$ cat config.mk
export PLATFORM = sky130hd
export DESIGN_NAME = mc_control_fsm
export DESIGN_NICKNAME = d
export VERILOG_FILES = /design/src/rtl/mc_control_fsm_pkg.sv /design/src/rtl/mc_control_fsm_cond_unit.sv /design/src/rtl/mc_control_fsm.sv
export SDC_FILE = /design/constraint.sdc
export NUM_CORES = 1
export LEC_CHECK = 0
export ABC_CLOCK_PERIOD_IN_PS = 2450
export CAP_MARGIN = 20
export CORE_ASPECT_RATIO = 1.1
export CORE_MARGIN = 1
export CORE_UTILIZATION = 39
export DETAILED_ROUTE_END_ITERATION = 7
export PLACE_DENSITY = 0.8
export REMOVE_ABC_BUFFERS = 1
export SLEW_MARGIN = 10
export SYNTH_ARGS = -nofsm -noshare
export SYNTH_HDL_FRONTEND = slang
export SYNTH_HIERARCHICAL = 1
export SYNTH_SLANG_ARGS = --single-unit
$ cat constraint.sdc
create_clock -name clk -period 2.45 [get_ports clk]
set_input_delay 0.245 -clock clk [delete_from_list [all_inputs] [get_ports clk]]
set_output_delay 0.245 -clock clk [all_outputs]
set_load 0.02 [all_outputs]
$ cat src/rtl/mc_control_fsm_pkg.sv
// Shared types and encodings for the multicycle ARM-subset control unit.
// States, datapath select codes, condition codes and instruction field values.
package mc_control_fsm_pkg;

    typedef enum logic [3:0] {
        S_FETCH,
        S_DECODE,
        S_MEMADR,
        S_MEMREAD,
        S_MEMWB,
        S_MEMWRITE,
        S_EXECUTER,
        S_EXECUTEI,
        S_ALUWB,
        S_BRANCH
    } state_t;

    localparam logic [2:0] ALU_ADD = 3'b000;
    localparam logic [2:0] ALU_SUB = 3'b001;
    localparam logic [2:0] ALU_AND = 3'b010;
    localparam logic [2:0] ALU_ORR = 3'b011;
    localparam logic [2:0] ALU_EOR = 3'b100;

    localparam logic [1:0] SRCB_WD   = 2'b00;
    localparam logic [1:0] SRCB_IMM  = 2'b01;
    localparam logic [1:0] SRCB_FOUR = 2'b10;

    localparam logic [1:0] RES_ALUOUT    = 2'b00;
    localparam logic [1:0] RES_DATA      = 2'b01;
    localparam logic [1:0] RES_ALURESULT = 2'b10;

    localparam logic [3:0] COND_EQ = 4'b0000;
    localparam logic [3:0] COND_NE = 4'b0001;
    localparam logic [3:0] COND_CS = 4'b0010;
    localparam logic [3:0] COND_CC = 4'b0011;
    localparam logic [3:0] COND_MI = 4'b0100;
    localparam logic [3:0] COND_PL = 4'b0101;
    localparam logic [3:0] COND_VS = 4'b0110;
    localparam logic [3:0] COND_VC = 4'b0111;
    localparam logic [3:0] COND_HI = 4'b1000;
    localparam logic [3:0] COND_LS = 4'b1001;
    localparam logic [3:0] COND_GE = 4'b1010;
    localparam logic [3:0] COND_LT = 4'b1011;
    localparam logic [3:0] COND_GT = 4'b1100;
    localparam logic [3:0] COND_LE = 4'b1101;
    localparam logic [3:0] COND_AL = 4'b1110;

    localparam logic [1:0] OP_DP  = 2'b00;
    localparam logic [1:0] OP_MEM = 2'b01;
    localparam logic [1:0] OP_BR  = 2'b10;

    localparam logic [3:0] CMD_AND = 4'b0000;
    localparam logic [3:0] CMD_EOR = 4'b0001;
    localparam logic [3:0] CMD_SUB = 4'b0010;
    localparam logic [3:0] CMD_ADD = 4'b0100;
    localparam logic [3:0] CMD_CMP = 4'b1010;
    localparam logic [3:0] CMD_ORR = 4'b1100;

endpackage

$ cat src/rtl/mc_control_fsm_cond_unit.sv
// NZCV flags register with per-group write masking, and the condition
// evaluator that decides whether the current instruction may commit.
module mc_control_fsm_cond_unit
    import mc_control_fsm_pkg::*;
#(
    parameter logic [3:0] FLAGS_RESET = 4'b0000
) (
    input  logic       clk,
    input  logic       reset,
    input  logic [3:0] cond,
    input  logic [3:0] alu_flags,
    input  logic [1:0] flag_write,
    output logic       cond_ex,
    output logic [3:0] flags
);

    logic n, z, c, v;
    assign {n, z, c, v} = flags;

    always_comb begin
        cond_ex = 1'b0;
        case (cond)
            COND_EQ: cond_ex = z;
            COND_NE: cond_ex = ~z;
            COND_CS: cond_ex = c;
            COND_CC: cond_ex = ~c;
            COND_MI: cond_ex = n;
            COND_PL: cond_ex = ~n;
            COND_VS: cond_ex = v;
            COND_VC: cond_ex = ~v;
            COND_HI: cond_ex = c & ~z;
            COND_LS: cond_ex = ~c | z;
            COND_GE: cond_ex = (n == v);
            COND_LT: cond_ex = (n != v);
            COND_GT: cond_ex = ~z & (n == v);
            COND_LE: cond_ex = z | (n != v);
            COND_AL: cond_ex = 1'b1;
            default: cond_ex = 1'b0;
        endcase
    end

    // flag_write[1] covers N,Z; flag_write[0] covers C,V (arithmetic only).
    always_ff @(posedge clk) begin
        if (reset) begin
            flags <= FLAGS_RESET;
        end else begin
            if (flag_write[1] && cond_ex) flags[3:2] <= alu_flags[3:2];
            if (flag_write[0] && cond_ex) flags[1:0] <= alu_flags[1:0];
        end
    end

endmodule

$ cat src/rtl/mc_control_fsm.sv
// Moore control FSM and instruction decoder for the multicycle datapath.
// Drives all selects/enables; architectural writes are gated by CondEx.
module mc_control_fsm
    import mc_control_fsm_pkg::*;
#(
    parameter logic [3:0] FLAGS_RESET = 4'b0000
) (
    input  logic        clk,
    input  logic        reset,
    input  logic [31:0] Instr,
    input  logic [3:0]  ALUFlags,
    output logic        PCWrite,
    output logic        MemWrite,
    output logic        RegWrite,
    output logic        IRWrite,
    output logic        AdrSrc,
    output logic [1:0]  RegSrc,
    output logic        ALUSrcA,
    output logic [1:0]  ALUSrcB,
    output logic [1:0]  ResultSrc,
    output logic [1:0]  ImmSrc,
    output logic [2:0]  ALUControl
);

    state_t     state;
    logic [1:0] op;
    logic [5:0] funct;
    logic [3:0] rd;
    logic [3:0] cmd;
    logic       cond_ex;
    logic [3:0] flags;
    logic [1:0] flag_write;
    logic [2:0] dp_ctrl;
    logic       dp_valid;
    logic       dp_arith;
    logic       no_write;
    logic       dp_commit;
    logic       unused_instr;

    assign op           = Instr[27:26];
    assign funct        = Instr[25:20];
    assign rd           = Instr[15:12];
    assign cmd          = funct[4:1];
    assign unused_instr = ^{Instr[19:16], Instr[11:0]};

    assign RegSrc = {op == OP_MEM, op == OP_BR};
    assign ImmSrc = op;

    always_ff @(posedge clk) begin
        if (reset) begin
            state <= S_FETCH;
        end else begin
            case (state)
                S_FETCH:  state <= S_DECODE;
                S_DECODE: begin
                    case (op)
                        OP_MEM:  state <= S_MEMADR;
                        OP_DP:   state <= funct[5] ? S_EXECUTEI : S_EXECUTER;
                        OP_BR:   state <= S_BRANCH;
                        default: state <= S_FETCH;
                    endcase
                end
                S_MEMADR:   state <= funct[0] ? S_MEMREAD : S_MEMWRITE;
                S_MEMREAD:  state <= S_MEMWB;
                S_EXECUTER: state <= S_ALUWB;
                S_EXECUTEI: state <= S_ALUWB;
                default:    state <= S_FETCH;
            endcase
        end
    end

    // Unrecognised commands fall back to ADD and never write registers or flags.
    always_comb begin
        dp_ctrl  = ALU_ADD;
        dp_valid = 1'b1;
        dp_arith = 1'b0;
        no_write = 1'b0;
        case (cmd)
            CMD_ADD: begin dp_ctrl = ALU_ADD; dp_arith = 1'b1; end
            CMD_SUB: begin dp_ctrl = ALU_SUB; dp_arith = 1'b1; end
            CMD_CMP: begin dp_ctrl = ALU_SUB; dp_arith = 1'b1; no_write = 1'b1; end
            CMD_AND: dp_ctrl = ALU_AND;
            CMD_ORR: dp_ctrl = ALU_ORR;
            CMD_EOR: dp_ctrl = ALU_EOR;
            default: dp_valid = 1'b0;
        endcase
    end

    assign flag_write = ((state == S_EXECUTER || state == S_EXECUTEI) && funct[0] && dp_valid)
                        ? {1'b1, dp_arith} : 2'b00;
    assign dp_commit  = cond_ex & dp_valid & ~no_write;

    always_comb begin
        PCWrite    = 1'b0;
        MemWrite   = 1'b0;
        RegWrite   = 1'b0;
        IRWrite    = 1'b0;
        AdrSrc     = 1'b0;
        ALUSrcA    = 1'b0;
        ALUSrcB    = SRCB_WD;
        ResultSrc  = RES_ALUOUT;
        ALUControl = ALU_ADD;
        if (reset) begin
            ALUSrcA   = 1'b1;
            ALUSrcB   = SRCB_FOUR;
            ResultSrc = RES_ALURESULT;
        end else begin
            case (state)
                S_FETCH: begin
                    IRWrite   = 1'b1;
                    PCWrite   = 1'b1;
                    ALUSrcA   = 1'b1;
                    ALUSrcB   = SRCB_FOUR;
                    ResultSrc = RES_ALURESULT;
                end
                S_DECODE: begin
                    ALUSrcA   = 1'b1;
                    ALUSrcB   = SRCB_FOUR;
                    ResultSrc = RES_ALURESULT;
                end
                S_MEMADR: begin
                    ALUSrcB    = SRCB_IMM;
                    ALUControl = funct[3] ? ALU_ADD : ALU_SUB;
                end
                S_MEMREAD: AdrSrc = 1'b1;
                S_MEMWB: begin
                    ResultSrc = RES_DATA;
                    RegWrite  = cond_ex;
                end
                S_MEMWRITE: begin
                    AdrSrc   = 1'b1;
                    MemWrite = cond_ex;
                end
                S_EXECUTER: ALUControl = dp_ctrl;
                S_EXECUTEI: begin
                    ALUSrcB    = SRCB_IMM;
                    ALUControl = dp_ctrl;
                end
                S_ALUWB: begin
                    RegWrite = dp_commit;
                    PCWrite  = dp_commit & (rd == 4'hF);
                end
                S_BRANCH: begin
                    ALUSrcB   = SRCB_IMM;
                    ResultSrc = RES_ALURESULT;
                    PCWrite   = cond_ex;
                end
                default: ;
            endcase
        end
    end

    mc_control_fsm_cond_unit #(
        .FLAGS_RESET(FLAGS_RESET)
    ) u_cond (
        .clk       (clk),
        .reset     (reset),
        .cond      (Instr[31:28]),
        .alu_flags (ALUFlags),
        .flag_write(flag_write),
        .cond_ex   (cond_ex),
        .flags     (flags)
    );

endmodule

## Word level (Yosys, flattened, before mapping)

Index checks and enable logic that the tools add are counted.
W data, S select, Z words.

- Flip-flop bits (word level): 8
- Bits of input ports: 38
- Output and inout port bits: 17

- Eq/ne operators: 33
- Muxes and demuxes: 29
- Bitwise logic cells: 12
- Reductions and logical operators: 17

Operators with widths:

| operator | number |
|---|---|
| $eq A4 B4 Y1 const B | 12 |
| $eq A4 B3 Y1 const B | 9 |
| $eq A4 B2 Y1 const B | 5 |
| $pmux W4 S5 | 1 |
| $mux W1 | 15 |
| $pmux W1 S15 | 1 |
| $eq A4 B1 Y1 const B | 3 |
| $logic_not A4 Y1 | 3 |
| $pmux W3 S4 | 1 |
| $pmux W4 S3 | 1 |
| $reduce_or A3 Y1 | 3 |
| $pmux W2 S2 | 2 |
| $reduce_or A2 Y1 | 4 |
| $mux W2 | 3 |
| $mux W3 | 2 |
| $pmux W3 S2 | 1 |
| $reduce_or A6 Y1 | 1 |
| $and A1 B1 Y1 | 5 |
| $not A1 Y1 | 5 |
| $logic_and A1 B1 Y1 | 4 |
| $pmux W1 S3 | 1 |
| $eq A2 B1 Y1 const B | 1 |
| $eq A2 B2 Y1 const B | 1 |
| $logic_not A2 Y1 | 1 |
| 5 further kinds | 6 |

## Longest topological paths before layout

Gate-level depths: netlist of run 1.

- Depth in word-level cells: 8
- Depth in mapped cells: 7
- Mapped depth without buffers: 6

## By module

Netlist of run 1, hierarchy kept.

By module, submodules not included:

| module | instances | cells each | area each (µm²) | sequential area each (µm²) |
|---|---|---|---|---|
| mc_control_fsm | 1 | 77 | 539.3 | 80.1 |
| mc_control_fsm_cond_unit | 1 | 53 | 481.7 | 80.1 |

## Worst setup path after synthesis of run 1

No wires, ideal clock.

- Kind: register to output
- Start point: register u_cond.flags[3]
- End point: output port RegWrite
- Arrival: 1.892 ns
- Required time: 2.205 ns
- Setup slack: 0.313 ns
- Stages on the path, launching flop included: 7
- Buffers on the path: 0
- Cell sequence: dfxtp_1 > xnor2_1 > mux2i_1 > a311oi_2 > or3_1 > nand2_1 > a211oi_1

- Cells in the longest elaborated chain, start to end: 7
- Elaborated cells on any way between the ends: 10

RTL lines:

| item | RTL line | source |
|---|---|---|
| start: declaration | mc_control_fsm_cond_unit.sv:14 | `output logic [3:0] flags` |
| start signal: assignment | mc_control_fsm_cond_unit.sv:47 | `if (flag_write[1] && cond_ex) flags[3:2] <= alu_flags[3:2];` |
| $ne A1 B1 Y1 or $eq A1 B1 Y1 (tied branches) | n/a |  |
| $or A1 B1 Y1 or $and A1 B1 Y1 (tied branches) | mc_control_fsm_cond_unit.sv:36, mc_control_fsm_cond_unit.sv:35 |  |
| $pmux W1 S15 (*) | mc_control_fsm_cond_unit.sv:22 | `case (cond)` |
| via cond_ex | mc_control_fsm.sv:30 | `logic cond_ex;` |
| $and A1 B1 Y1 (2 in a row) | mc_control_fsm.sv:91 | `assign dp_commit = cond_ex & dp_valid & ~no_write;` |
| $pmux W1 S2 (*) | mc_control_fsm.sv:108 | `case (state)` |
| $mux W1 (*) | mc_control_fsm.sv:103 | `if (reset) begin` |
| end: declaration | mc_control_fsm.sv:14 | `output logic RegWrite,` |

Mark *: on every way through the listed nets, which the timed path passes. The rest lies on a longest branch.

## Final worst setup path of run 1

- Start point: register state[3]
- End point: output port ALUSrcB[0]

- Cells in the longest elaborated chain, start to end: 4
- Elaborated cells on any way between the ends: 9

RTL lines:

| item | RTL line | source |
|---|---|---|
| start: declaration | mc_control_fsm.sv:25 | `state_t state;` |
| start signal: assignment | mc_control_fsm.sv:58 | `OP_DP: state <= funct[5] ? S_EXECUTEI : S_EXECUTER;` |
| start signal: assignment | mc_control_fsm.sv:63 | `S_MEMADR: state <= funct[0] ? S_MEMREAD : S_MEMWRITE;` |
| $eq A4 B3 Y1 (tied with other cells) | mc_control_fsm.sv:108 |  |
| $reduce_or A3 Y1 (no line) or $reduce_or A2 Y1 (tied branches) | n/a |  |
| $pmux W2 S2 (*) | mc_control_fsm.sv:108 |  |
| $mux W2 (*) | mc_control_fsm.sv:103 |  |
| end: declaration | mc_control_fsm.sv:19 | `output logic [1:0] ALUSrcB,` |

Mark *: on every way between the ends. The rest lies on a longest branch, timed or not.

==> impl_metrics.env, run 1 <==
export IMPL_antennaDiodeCount=0
export IMPL_setup_tns_ps=0
export IMPL_crit_slowest_cell="clkdlybuf4s50_1"
export IMPL_critPathArrivalTime_ps=2100
export IMPL_path_cells="buf_4, or3b_2, a21o_1, a21oi_1, clkdlybuf4s50_1"
export IMPL_period_share=0.959
export IMPL_io_pin_count=55
export IMPL_synth_ff_type="dfxtp_1"
export IMPL_yosysSeqAreaShare=0.157
export IMPL_start_util=0.409
export IMPL_io_buffers=38
export IMPL_num_nets_final=222
export IMPL_core_area_um2=2500
export IMPL_met2_wirelength_mm=1.46
export IMPL_dr_pass1_iters=4
export IMPL_rsz0062_at_grt="yes"
export IMPL_cp_required_ps=2200
export IMPL_finalSetupViolCount=0
export IMPL_final_common_cell="clkdlybuf4s50_1"
export IMPL_num_vias=1165
export IMPL_async_reset_ff_frac=0
export IMPL_grt_overflow_total=0
export IMPL_power_leakage_nw=0.656
export IMPL_die_w_um=50.8
export IMPL_layout_min_cycle_time_ps=2350
export IMPL_routed_top_layer="met4"
export IMPL_cp_start_kind="flip-flop"
export IMPL_htree_levels=1
export IMPL_gp_congestion=0.784
export IMPL_layout_common_cells="29 x clkdlybuf4s50_1, 20 x buf_4, 12 x nor2_1"
export IMPL_switching_power_uw=139
export IMPL_final_util=0.611
export IMPL_critPathKind="reg -> out"
export IMPL_num_rows=19
export IMPL_grt_pass1_vias=1112
export IMPL_wl_per_cell_um=12.5
export IMPL_worst_setup_path_end_kind="output port"
export IMPL_path_clk_slew_ps=50
export IMPL_peakVddDrop_uv=330
export IMPL_seqPwrFrac=0.323
export IMPL_combinationalPowerShare=0.459
export IMPL_max_stage_delay_ps=610
export IMPL_drt_iter0_drc=19
export IMPL_avgViaCountPerCell=5.47
export IMPL_crit_family="buffers and inverters"
export IMPL_tightest_slew_ps=378
export IMPL_wl_met3_um=99
export IMPL_die_y_um=55.7
export IMPL_clkPwrFrac=0.218
export IMPL_hold_path_class="reg -> reg"
export IMPL_dieArea_um2=2830
export IMPL_synth_seq_cells=8
export IMPL_netlist_area_um2=1020
export IMPL_insertion_delay_ps=250
export IMPL_synthTopCellsByArea="dfxtp_1 16%, mux2i_1 7.8%, nand2b_1 6.7%, nor2_1 4.4%, o31ai_4 4.2%"
export IMPL_antenna_found_initial=0
export IMPL_fin_skew_ps=0.455
export IMPL_relSlewSlack=0.746
export IMPL_ys_warn_count=6
export IMPL_nFillCells=239
export IMPL_drc=0
export IMPL_postCtsSetupBuffers=0
export IMPL_p_int_uw=299
export IMPL_yosysTopAreaCell="dfxtp_1"
export IMPL_cts_tree="built"
export IMPL_hold_violations=0
export IMPL_grt_start_max_net_pins=15
export IMPL_met1_length_mm=1.09
export IMPL_grt_pass1_wl_mm=4.51
export IMPL_synth_top_cell_area_share=0.157
export IMPL_syn_inst=130
export IMPL_regArea_um2=161
export IMPL_drive_gt1_frac=0.214
export IMPL_outcome="complete, no violations"
export IMPL_crit_buf_inv=2
export IMPL_maxCapViolCount=0
export IMPL_wl_mm=2.67
export IMPL_pwr_density_cell_nw_per_um2=287
export IMPL_multi_input_area_um2=779
export IMPL_avgSynthCellArea_um2=7.85
export IMPL_cts_root_buf="clkbuf_4"
export IMPL_switching_share=0.317
export IMPL_clkSinkCount=8
export IMPL_synth_edff_count=0
export IMPL_clockBufferDepth=2
export IMPL_dp_hpwl_mm=2.18
export IMPL_syn_to_final_growth_pct=49.4
export IMPL_final_antenna_net_count=0
export IMPL_numCtsBuffers=3
export IMPL_slew_viol_final=0
export IMPL_track_usage=0.200
export IMPL_yosys_cell_types_count=51
export IMPL_path_max_fanout=8
export IMPL_fmax_mhz=426
cells in the mapped netlist, types with 2 or more instances:
library cell  number
clkbuf_1           2
or2_2              2
and4b_1            2
nand3b_1           3
xor2_1             2
dfxtp_1            8
nor2_1            12
nand2_1            5
and4bb_1           2
nor3_1             4
and3_1             3
and2b_2            2
o31ai_4            2
nor2b_1            6
nand2b_1          11
a2bb2oi_1          2
o21ai_0            4
nand3_1            4
a21oi_1            7
mux2i_1            8
inv_1              4
a211oi_1           2
buf_4              3
nor3b_1            2
buf_6              2
area by class of cell:
class / count / share of cell area
clock buffers: 3 / 0.0148
multi-input cells: 109 / 0.511
inverters: 4 / 0.00984
well taps: 31 / 0.0254
repair buffers: 58 / 0.333
flip-flops and latches: 8 / 0.106
timing repair:
action | 4_1_cts | 5_1_grt
gates resized for setup | 12 | 9
hold buffers | 0 | 0
pin swaps | 0 | 0
setup endpoints to repair | 6 | 4
worst paths after layout:
check | start | endpoint | slack [ps] | cells after the start
setup / recovery | state[3] | ALUSrcB[0] | 100 | 5
hold / removal | u_cond/flags[1] | u_cond/flags[1] | 520 | 2
setup reg to reg | u_cond/flags[3] | u_cond/flags[2] | 690 | 6
hold reg to reg | u_cond/flags[1] | u_cond/flags[1] | 520 | 2
through the flow:
stage	total power, mW	instance area (um2)	setup WS, ps	instances	hold slack [ps]
final	0.438	1530	102	213	518
after global routing	0.468	1530	-19.8	213	558
after CTS	0.443	1540	-16.4	213	529
after detailed placement	0.346	1520	-480	210	522
after global placement	0.339	1520	-361	210	505
after floorplan	0.229	950	313	121	396
tightest hold or removal path, stage by stage (launching register included):
cell and delay, ps:
dfxtp_1 330, nand2b_1 70, mux2i_1 60
cells by family after synthesis:
group	share of synthesized area
xor gates and xnor gates	0.0257
AOI/OAI and AO/OA	0.221
and+or+nand+nor	0.434
muxes	0.0784
DFF	0.157
buffers and inverters	0.0845
registers in the layout (all words and copies together) (netlist names):
register,cells
state,4
u_cond/flags,4
power groups by stage:
stage,Clock [mW],Sequential [mW],Combinational [mW]
after floorplan,0,0.147,0.0812
after global placement,0,0.143,0.196
after detailed placement,0,0.144,0.202
after CTS,0.0999,0.141,0.201
after global routing,0.108,0.143,0.218
final,0.0953,0.141,0.201
layer usage:
metal,GRT usage,vias up
li1,-,580
met5,0,-
met1,0.223,553
met2,0.381,30
met4,0.0556,0
met3,0.0273,2
(Power assumes the default switching activity.)
==> run 2, diff against run 1 <==
CAP_MARGIN = 0   (was 20)
CORE_UTILIZATION = 55   (was 39)
DONT_BUFFER_PORTS = 1   (was not set)
PLACE_DENSITY = 0.7   (was 0.8)
==> impl_metrics.env, run 2 (synthesis results as in run 1) <==
export IMPL_clkSinkCount=8
export IMPL_path_max_fanout=8
export IMPL_slew_viol_final=0
export IMPL_grt_overflow_total=0
export IMPL_power_leakage_nw=0.428
export IMPL_cp_start_kind="flip-flop"
export IMPL_critPathKind="reg -> out"
export IMPL_clockBufferDepth=2
export IMPL_period_share=0.934
export IMPL_die_w_um=43.1
export IMPL_worst_setup_path_end_kind="output port"
export IMPL_gp_congestion=0.763
export IMPL_cts_tree="built"
export IMPL_drive_gt1_frac=0.183
export IMPL_peakVddDrop_uv=341
export IMPL_tightest_slew_ps=637
export IMPL_drc=0
export IMPL_fin_skew_ps=1.23
export IMPL_maxCapViolCount=0
export IMPL_critPathArrivalTime_ps=2040
export IMPL_path_clk_slew_ps=50
export IMPL_grt_start_max_net_pins=17
export IMPL_cp_required_ps=2200
export IMPL_final_util=0.637
export IMPL_core_area_um2=1650
export IMPL_relSlewSlack=0.572
export IMPL_nFillCells=151
export IMPL_fmax_mhz=437
export IMPL_dieArea_um2=2030
export IMPL_die_y_um=47.2
export IMPL_outcome="complete, no violations"
export IMPL_num_rows=15
export IMPL_wl_per_cell_um=14.5
export IMPL_setup_tns_ps=0
export IMPL_final_antenna_net_count=0
export IMPL_dr_pass1_iters=4
export IMPL_drt_iter0_drc=17
export IMPL_hold_violations=0
export IMPL_wl_mm=2.15
export IMPL_grt_pass1_wl_mm=3.31
export IMPL_start_util=0.618
export IMPL_rsz0062_at_grt="no"
export IMPL_final_common_cell="nor2_1"
export IMPL_io_pin_count=55
export IMPL_layout_min_cycle_time_ps=2290
export IMPL_reg_top3="state: 4 flops, u_cond/flags: 4 flops"
export IMPL_finalSetupViolCount=0
export IMPL_power_total_uw=347
export IMPL_hold_path_class="in -> reg"
export IMPL_insertion_delay_ps=250
export IMPL_htree_levels=1
export IMPL_pwr_density_cell_nw_per_um2=329
export IMPL_num_nets_final=171
export IMPL_cts_root_buf="clkbuf_4"
export IMPL_num_vias=949
export IMPL_avgViaCountPerCell=6.41
export IMPL_antenna_found_initial=0
export IMPL_numCtsBuffers=3
export IMPL_antennaDiodeCount=0
export IMPL_syn_to_final_growth_pct=3.06
export IMPL_holdWs_ps=134
export IMPL_track_usage=0.209
export IMPL_grt_pass1_vias=814
export IMPL_dp_hpwl_mm=1.59
export IMPL_layout_common_cells="12 x nor2_1, 11 x nand2b_1, 8 x mux2i_1"
export IMPL_io_buffers=0
==> run 2: changes by cell type in the layout (fill, tap and decap cells not counted), sizes merged <==
cell           before  now
clkbuf              5    3
buf                21    7
clkdlybuf4s50      29    0
dlygate4sd2         6    0
==> run 2: repair_timing <==
action / 4_1_cts / 5_1_grt
gates resized for setup: 0 / 3
buffers inserted: 2 / 0
hold endpoints to repair: 0 / 0
pin swaps: 2 / 0
gates cloned: 0 / 0
endpoints found under the setup margin: 2 / 2
hold buffers: 0 / 0
==> run 2: cell type report <==
cell class / count / area [um2] / area share
Timing Repair Buffer: 7 / 52.6 / 0.0499
Tap cell: 17 / 21.3 / 0.0202
Sequential cell: 8 / 163 / 0.155
Inverter: 4 / 15.0 / 0.0143
Multi-Input combinational cell: 109 / 778 / 0.740
Clock buffer: 3 / 22.5 / 0.0214
==> run 2: critical path, cell delays in order, from the launching register on <==
cell	delay, ps
dfxtp_2	350
xnor2_1	200
mux2i_1	250
a311oi_2	140
or3_1	440
o2111ai_1	100
a31oi_1	120
buf_4	180
==> run 2: worst paths after layout <==
kind,startpoint,slack (ps),endpoint,cells after the start
setup / recovery,u_cond/flags[3],160,PCWrite,7
hold / removal,ALUFlags[3],130,u_cond/flags[3],2
hold reg to reg,u_cond/flags[1],520,u_cond/flags[1],2
setup reg to reg,u_cond/flags[3],740,u_cond/flags[2],6
==> run 2: per-layer routing <==
layer	global-route usage	part of all wire	vias to the layer above
met5	0	0	-
met4	0.0303	0	0
met3	0.0731	0.077	0
met2	0.385	0.50	35
met1	0.240	0.42	433
li1	-	-	481
==> run 2: per-stage QoR <==
step	cell area (um2)	cells	setup slack (ps)
floorplan	950	121	313
global placement	1010	143	340
detailed placement	1010	143	230
CTS	1050	148	45.8
global route	1050	148	21.8
finish	1050	148	162
==> run 2: where the power goes <==
| group | switching (mW) | internal (mW) | leakage (nW) |
|---|---|---|---|
| sequential | 0.0112 | 0.135 | 0.0660 |
| combinational | 0.0550 | 0.0477 | 0.348 |
| clock | 0.0423 | 0.0559 | 0.0138 |
| total | 0.108 | 0.238 | 0.428 |
==> run 3, diff against run 2 <==
CORE_UTILIZATION = 30   (was 55)
PLACE_DENSITY = not set   (was 0.7)
==> impl_metrics.env, run 3 (synthesis results as in run 1) <==
export IMPL_fin_skew_ps=4.91
export IMPL_num_nets_final=171
export IMPL_drive_gt1_frac=0.183
export IMPL_max_stage_delay_ps=430
export IMPL_holdWs_ps=142
export IMPL_io_buffers=0
export IMPL_crit_slowest_cell="a21boi_1"
export IMPL_start_util=0.324
export IMPL_path_clk_slew_ps=50
export IMPL_cts_hold_buf=0
export IMPL_switching_power_uw=107
export IMPL_clkPwrFrac=0.282
export IMPL_path_max_fanout=8
export IMPL_seqPwrFrac=0.422
export IMPL_pwr_density_cell_nw_per_um2=322
export IMPL_crit_buf_inv=1
export IMPL_fmax_mhz=434
export IMPL_dp_hpwl_mm=1.79
export IMPL_grt_start_max_net_pins=17
export IMPL_cp_required_ps=2200
export IMPL_crit_family="compound AO/OA/AOI/OAI gates"
export IMPL_reg_top3="state: 4 flops, u_cond/flags: 4 flops"
export IMPL_power_leakage_nw=0.428
export IMPL_grt_pass1_wl_mm=3.86
export IMPL_clkSinkCount=8
export IMPL_setup_tns_ps=0
export IMPL_hold_path_class="in -> reg"
export IMPL_antennaDiodeCount=0
export IMPL_worst_setup_path_end_kind="output port"
export IMPL_peakVddDrop_uv=95.4
export IMPL_regArea_um2=163
export IMPL_reg2reg_to="u_cond/flags[3]"
export IMPL_path_cells="and4bb_1, a2bb2oi_1, a21boi_1, or3_4, nand2_1, a211oi_1, buf_4"
export IMPL_rsz0062_at_grt="no"
export IMPL_core_area_um2=3150
export IMPL_cp_start_kind="flip-flop"
export IMPL_outcome="finished with violations"
export IMPL_p_int_uw=239
export IMPL_htree_levels=1
export IMPL_grt_overflow_total=0
export IMPL_clockBufferDepth=2
export IMPL_period_share=0.940
export IMPL_r2r_slack_ps=720
export IMPL_nFillCells=339
export IMPL_grt_pass1_vias=885
export IMPL_multi_input_area_um2=779
export IMPL_wl_mm=2.34
export IMPL_cts_tree="built"
export IMPL_maxCapViolCount=0
export IMPL_die_y_um=63.2
export IMPL_io_pin_count=55
export IMPL_dieArea_um2=3640
export IMPL_tightest_slew_ps=635
export IMPL_die_w_um=57.6
export IMPL_violations="design-rule violations"
export IMPL_critPathArrivalTime_ps=2060
export IMPL_final_common_cell="nor2_1"
export IMPL_critPathKind="reg -> out"
export IMPL_ff2ff_path_depth=6
export IMPL_final_antenna_net_count=0
export IMPL_insertion_delay_ps=250
export IMPL_layout_common_cells="12 x nor2_1, 11 x nand2b_1, 8 x mux2i_1"
export IMPL_drc=5
export IMPL_switching_share=0.309
export IMPL_cp_depth=7
export IMPL_gp_congestion=0.789
export IMPL_combinationalPowerShare=0.297
export IMPL_crit_start="u_cond/flags[3]"
export IMPL_avgViaCountPerCell=5.76
export IMPL_finalSetupViolCount=0
export IMPL_num_rows=21
export IMPL_r2r_start="u_cond/flags[3]"
export IMPL_layout_min_cycle_time_ps=2300
export IMPL_power_total_uw=346
export IMPL_final_util=0.341
export IMPL_syn_to_final_growth_pct=5.27
export IMPL_endpoint="RegWrite"
export IMPL_drt_iter0_drc=70
export IMPL_numCtsBuffers=3
export IMPL_relSlewSlack=0.574
export IMPL_num_vias=950
export IMPL_slew_viol_final=0
export IMPL_dr_pass1_iters=6
export IMPL_wl_per_cell_um=14.2
export IMPL_cts_root_buf="clkbuf_4"
export IMPL_antenna_found_initial=0
export IMPL_hold_violations=0
export IMPL_track_usage=0.130
run 3: area by class of cell:
type	count	area share
tap	34	0.0396
clock buffer	3	0.0210
multi-input combinational	109	0.725
timing repair buffer	7	0.0489
sequential	8	0.151
inverter	4	0.0140
run 3: layer usage:
metal  part of all wire  wire [um]  up-vias  track usage
met5                  0          0        -            0
met4             0.0060         14        0       0.0457
met3              0.068        159        2       0.0246
met2               0.51       1200       31        0.227
met1               0.41        964      434        0.156
li1                   -          -      483            -
run 3: worst min-delay path by stage:
stage                      startpoint               to  slack [ps]  depth (start not counted)
final                     ALUFlags[3]  u_cond/flags[3]         140                          2
after global routing      ALUFlags[1]  u_cond/flags[1]         140                          2
after CTS                 ALUFlags[3]  u_cond/flags[3]         130                          2
after detailed placement  ALUFlags[3]  u_cond/flags[3]         400                          2
after global placement    ALUFlags[0]  u_cond/flags[0]         400                          2
after floorplan           ALUFlags[0]  u_cond/flags[0]         400                          2
run 3: per-stage QoR:
stage | setup slack (ps) | cell area (um2) | std cells
finish | 147 | 1070 | 165
global route | 19.7 | 1070 | 165
CTS | 6.87 | 1060 | 164
detailed placement | 267 | 1040 | 161
global placement | 347 | 1040 | 161
floorplan | 313 | 950 | 121
run 3: power groups by stage:
stage	clock network [mW]	registers, mW	logic (mW)
global route	0.111	0.148	0.112
floorplan	0	0.147	0.0812
finish	0.0975	0.146	0.103
detailed placement	0	0.149	0.0998
CTS	0.106	0.146	0.100
global placement	0	0.148	0.0971
run 3: repair_timing:
item | in CTS | in global routing
cloned | 0 | 0
gates resized for setup | 1 | 2
pin swaps | 0 | 1
setup endpoints to repair | 1 | 3
buffers inserted | 0 | 1
